`config.mk`:
```
export PLATFORM = sky130hd
export DESIGN_NAME = rfifo_uart_send
export DESIGN_NICKNAME = d
export VERILOG_FILES = /design/src/rtl/rfifo_uart_send.sv
export SDC_FILE = /design/constraint.sdc
export NUM_CORES = 1
export LEC_CHECK = 0
export BUFFER_PORTS_ARGS = -buffer_cell sky130_fd_sc_hd__clkbuf_2
export CORE_MARGIN = 3
export CORE_UTILIZATION = 47
export DETAILED_ROUTE_END_ITERATION = 10
export PLACE_DENSITY = 0.81
export SYNTH_ARGS = -nofsm -noshare
export SYNTH_HDL_FRONTEND = slang
export SYNTH_SLANG_ARGS = --single-unit
```
`constraint.sdc`:
```
create_clock -name clk -period 1.61 [get_ports clk]
set_input_delay 0.322 -clock clk [delete_from_list [all_inputs] [get_ports clk]]
set_output_delay 0.322 -clock clk [all_outputs]
set_load 0.01 [all_outputs]
```
`src/rtl/rfifo_uart_send.sv`:
```
// Return path of the UART-SDRAM loopback: drains one burst of BURST_LEN bytes
// from the read FIFO per rd_done event and hands them to uart_tx one at a time.
//
// Ports:
//   clk, rst        - system clock, synchronous active-high reset
//   rd_done         - pulse: a full burst has landed in rfifo
//   rfifo_empty     - rfifo empty flag
//   rfifo_rd_data   - rfifo read data, valid the cycle after rfifo_rd_en
//   rfifo_rd_en     - rfifo read strobe (one-cycle pulse)
//   tx_busy         - uart_tx is shifting a byte
//   tx_done         - pulse from uart_tx at end of stop bit
//   tx_trig         - one-cycle start pulse to uart_tx
//   tx_data         - byte to uart_tx, stable from tx_trig until tx_done
//   send_busy       - high from burst start until the last byte's tx_done
module rfifo_uart_send #(
    parameter int unsigned BURST_LEN = 4,
    parameter int unsigned PEND_W    = 2
) (
    input  logic       clk,
    input  logic       rst,
    input  logic       rd_done,
    input  logic       rfifo_empty,
    input  logic [7:0] rfifo_rd_data,
    output logic       rfifo_rd_en,
    input  logic       tx_busy,
    input  logic       tx_done,
    output logic       tx_trig,
    output logic [7:0] tx_data,
    output logic       send_busy
);

    localparam int unsigned CNT_W = (BURST_LEN > 1) ? $clog2(BURST_LEN) : 1;
    localparam logic [CNT_W-1:0]  LAST_IDX = CNT_W'(BURST_LEN - 1);
    localparam logic [PEND_W-1:0] PEND_MAX = {PEND_W{1'b1}};

    typedef enum logic [2:0] {
        IDLE    = 3'd0,
        RD_REQ  = 3'd1,
        RD_WAIT = 3'd2,
        TRIG    = 3'd3,
        TX_WAIT = 3'd4
    } state_t;

    state_t             state, state_nxt;
    logic [CNT_W-1:0]   byte_cnt, byte_cnt_nxt;
    logic [PEND_W-1:0]  pend, pend_nxt;
    logic [7:0]         tx_data_nxt;
    logic               start;

    // State register
    always_ff @(posedge clk) begin
        if (rst) begin
            state <= IDLE;
        end else begin
            state <= state_nxt;
        end
    end

    // Datapath registers
    always_ff @(posedge clk) begin
        if (rst) begin
            byte_cnt  <= '0;
            pend      <= '0;
            tx_data   <= 8'h00;
            send_busy <= 1'b0;
        end else begin
            byte_cnt  <= byte_cnt_nxt;
            pend      <= pend_nxt;
            tx_data   <= tx_data_nxt;
            send_busy <= (state_nxt != IDLE);
        end
    end

    // Next state and strobes; rd_en and trig react in-cycle to empty/busy
    always_comb begin
        state_nxt    = state;
        byte_cnt_nxt = byte_cnt;
        tx_data_nxt  = tx_data;
        rfifo_rd_en  = 1'b0;
        tx_trig      = 1'b0;
        start        = 1'b0;

        case (state)
            IDLE: begin
                if ((pend != '0) || rd_done) begin
                    start        = 1'b1;
                    byte_cnt_nxt = '0;
                    state_nxt    = RD_REQ;
                end
            end
            RD_REQ: begin
                // Underflow wait has no timeout
                if (!rfifo_empty) begin
                    rfifo_rd_en = 1'b1;
                    state_nxt   = RD_WAIT;
                end
            end
            RD_WAIT: begin
                tx_data_nxt = rfifo_rd_data;
                state_nxt   = TRIG;
            end
            TRIG: begin
                if (!tx_busy) begin
                    tx_trig   = 1'b1;
                    state_nxt = TX_WAIT;
                end
            end
            TX_WAIT: begin
                if (tx_done) begin
                    if (byte_cnt == LAST_IDX) begin
                        state_nxt = IDLE;
                    end else begin
                        byte_cnt_nxt = byte_cnt + CNT_W'(1);
                        state_nxt    = RD_REQ;
                    end
                end
            end
            default: state_nxt = IDLE;
        endcase

        // Keep strobes quiet while reset is being applied
        if (rst) begin
            rfifo_rd_en = 1'b0;
            tx_trig     = 1'b0;
        end
    end

    // Pending-burst counter: saturating, simultaneous inc/dec cancels
    always_comb begin
        pend_nxt = pend;
        if (rd_done && !start) begin
            if (pend != PEND_MAX) begin
                pend_nxt = pend + PEND_W'(1);
            end
        end else if (start && !rd_done) begin
            pend_nxt = pend - PEND_W'(1);
        end
    end

endmodule

```
==> results.tsv <==
metric	value	unit
outcome	complete, no violations	
critPathCaptureType	output port	
cp-start-kind	register	
maxCapViolCount	0	
fin_area	890	sq um
multiInputGateArea	373	sq um
grt-ovfl-total	0	
wl_per_cell	12.4	um
place_area	845	sq um
async_flop_share	0	%
n_antenna_cell	0	
crit_required	1290	ps
start_util	53.0	%
setup-tns-final	0	ps
synth_edf_count	0	
rsz0062_at_grt	no	
cp_max_fo	10	
synthCells	88	
grt_pass1_vias	595	
fp.coreArea	1370	sq um
reg2reg_slack	190	ps
ios	25	
p_leak	0.369	nW
die_h	45.3	um
numPortBuffers	24	
synthDistinctLibCells	30	
layout.nets	128	
drc_errors	0	
seq_area_frac_synth	44.2	%
hold_path_class	input port to register	
ff_latch_area	323	sq um
holdWs	251	ps
detail_route.wirelength	1570	um
power.density	961	nW/um^2
max_freq	0.641	GHz
synth_top_cell_by_area	dfxtp_1	
area_growth	22.8	%
routabilityCongestion	0.798	
cts_sinks	16	
num_rows	13	
yosysTopAreaCellShare	44.2	%
n_fill_cell	116	
synth_flop_cell	dfxtp_1	
ctsHoldBuffers	0	
crit_arrival	1240	ps
synthTopCellsByArea	dfxtp_1, nand2_1, a21oi_1	
netlist_area	724	sq um
setup_viol	0	
cts_buffers	3	
drt-pass1-iter-count	4	
cts_root_buf	clkbuf_4	
cts_setup_buffers	0	
die-area	2050	sq um
htree_levels	1	
yosys-top-cells-count	nand2_1, dfxtp_1, a21oi_1	
synth.avg_cell_area	8.23	sq um
antenna_found_initial	0	
clock_path_buffers	2	
hold_viol	0	
path_class	register to output port	
grt_max_degree	12	
die_width	45.3	um
synth-seq-cells	16	
insertion_delay	280	ps
layout-drive-gt1-share	33.0	%
drt_iter0_markers	14	
antenna_left	0	
finClkSkew	4.15	ps
worstMarginPinSlew	341	ps
cts_tree	done	
min_period	1560	ps
post-route-period-util	96.9	%
vias	680	
placed_cells_incl_taps	123	
grt_pass1_wl	2460	um
ys_warn_count	0	
avgViaCountPerCell	5.35	
syn_nets	103	
ir_drop	0.000668	V
place_hpwl	1220	um
slew_viol_final	0	
stdcell_count	127	
relSlewSlack	77.2	%
cts.clk_slew.worst_paths	100	ps
track_usage	16.2	%
synth_most_common_cell	nand2_1	
worst max-delay path, cell delays in order (launching register included):
cell	delay, ps
dfxtp_2	380
inv_1	130
nand2_1	110
nor3_1	180
clkbuf_2	160
area by class of cell:
| cell class | count | area share, % |
|---|---|---|
| sequential | 16 | 36.3 |
| inverter | 3 | 1.27 |
| clock buffer | 4 | 4.08 |
| timing repair buffer | 25 | 14.3 |
| multi-input combinational | 64 | 41.9 |
| tap | 15 | 2.11 |
power breakdown:
part	switching, mW	internal, mW
registers	0.0241	0.420
clock network	0.124	0.137
logic	0.0795	0.0695
total	0.228	0.627
path summary, 6_finish.rpt:
| kind | start | to | cells past startpoint |
|---|---|---|---|
| max reg2reg | byte_cnt[0] | send_busy | 5 |
| max | state[2] | tx_trig | 4 |
| min | rfifo_rd_data[2] | tx_data[2] | 3 |
| min reg2reg | tx_data[2] | tx_data[2] | 2 |
per-layer routing:
metal | wire length (um) | GRT usage (%)
met5 | 0 | 0
met3 | 80 | 4.38
met1 | 725 | 19.6
met4 | 9 | 5.26
met2 | 758 | 27.7
layout by cell type, fill, tap and decap left out, types with 3 or more instances in the layout:
| cell type | netlist | routed |
|---|---|---|
| dfxtp_1 | 16 | 14 |
| clkbuf_2 | 0 | 24 |
| nand2_1 | 21 | 21 |
| a21oi_1 | 10 | 10 |
| nand2b_1 | 3 | 3 |
| and2_1 | 3 | 3 |
| nor2_1 | 3 | 3 |
| clkbuf_4 | 0 | 3 |
repair_timing:
action	CTS	global route
cloned	0	0
hold endpoints to repair	0	0
setup endpoints to repair	1	2
gates resized for setup	1	2
through the flow:
stage / total power, mW / util, % / setup WS, ps
6_report: 0.855 / 65.1 / 50.5
5_1_grt: 0.897 / 65.1 / 12.2
4_1_cts: 0.852 / 64.6 / 1.94
3_5_place_dp: 0.600 / 61.8 / 178
3_3_place_gp: 0.595 / 61.8 / 231
2_1_floorplan: 0.547 / - / 303
cell families (layout without fill, tap and decap cells):
logic type               Yosys count  after routing  synth area share, %
AO/OA/AOI/OAI                     23             23                 21.4
buffers and inverters              8             32                 5.18
adder cells (fa/ha/maj)            1              1                 1.73
multiplexers                       1              1                 1.38
AND/OR/NAND/NOR                   39             39                 26.1
flip-flops                        16             16                 44.2
state kept, by name, summed over array words and instances (netlist names):
name / cells
byte_cnt: 2
pend: 2
send_busy: 1
state: 3
tx_data: 8
Note: power is estimated with default switching activity, not from simulation.
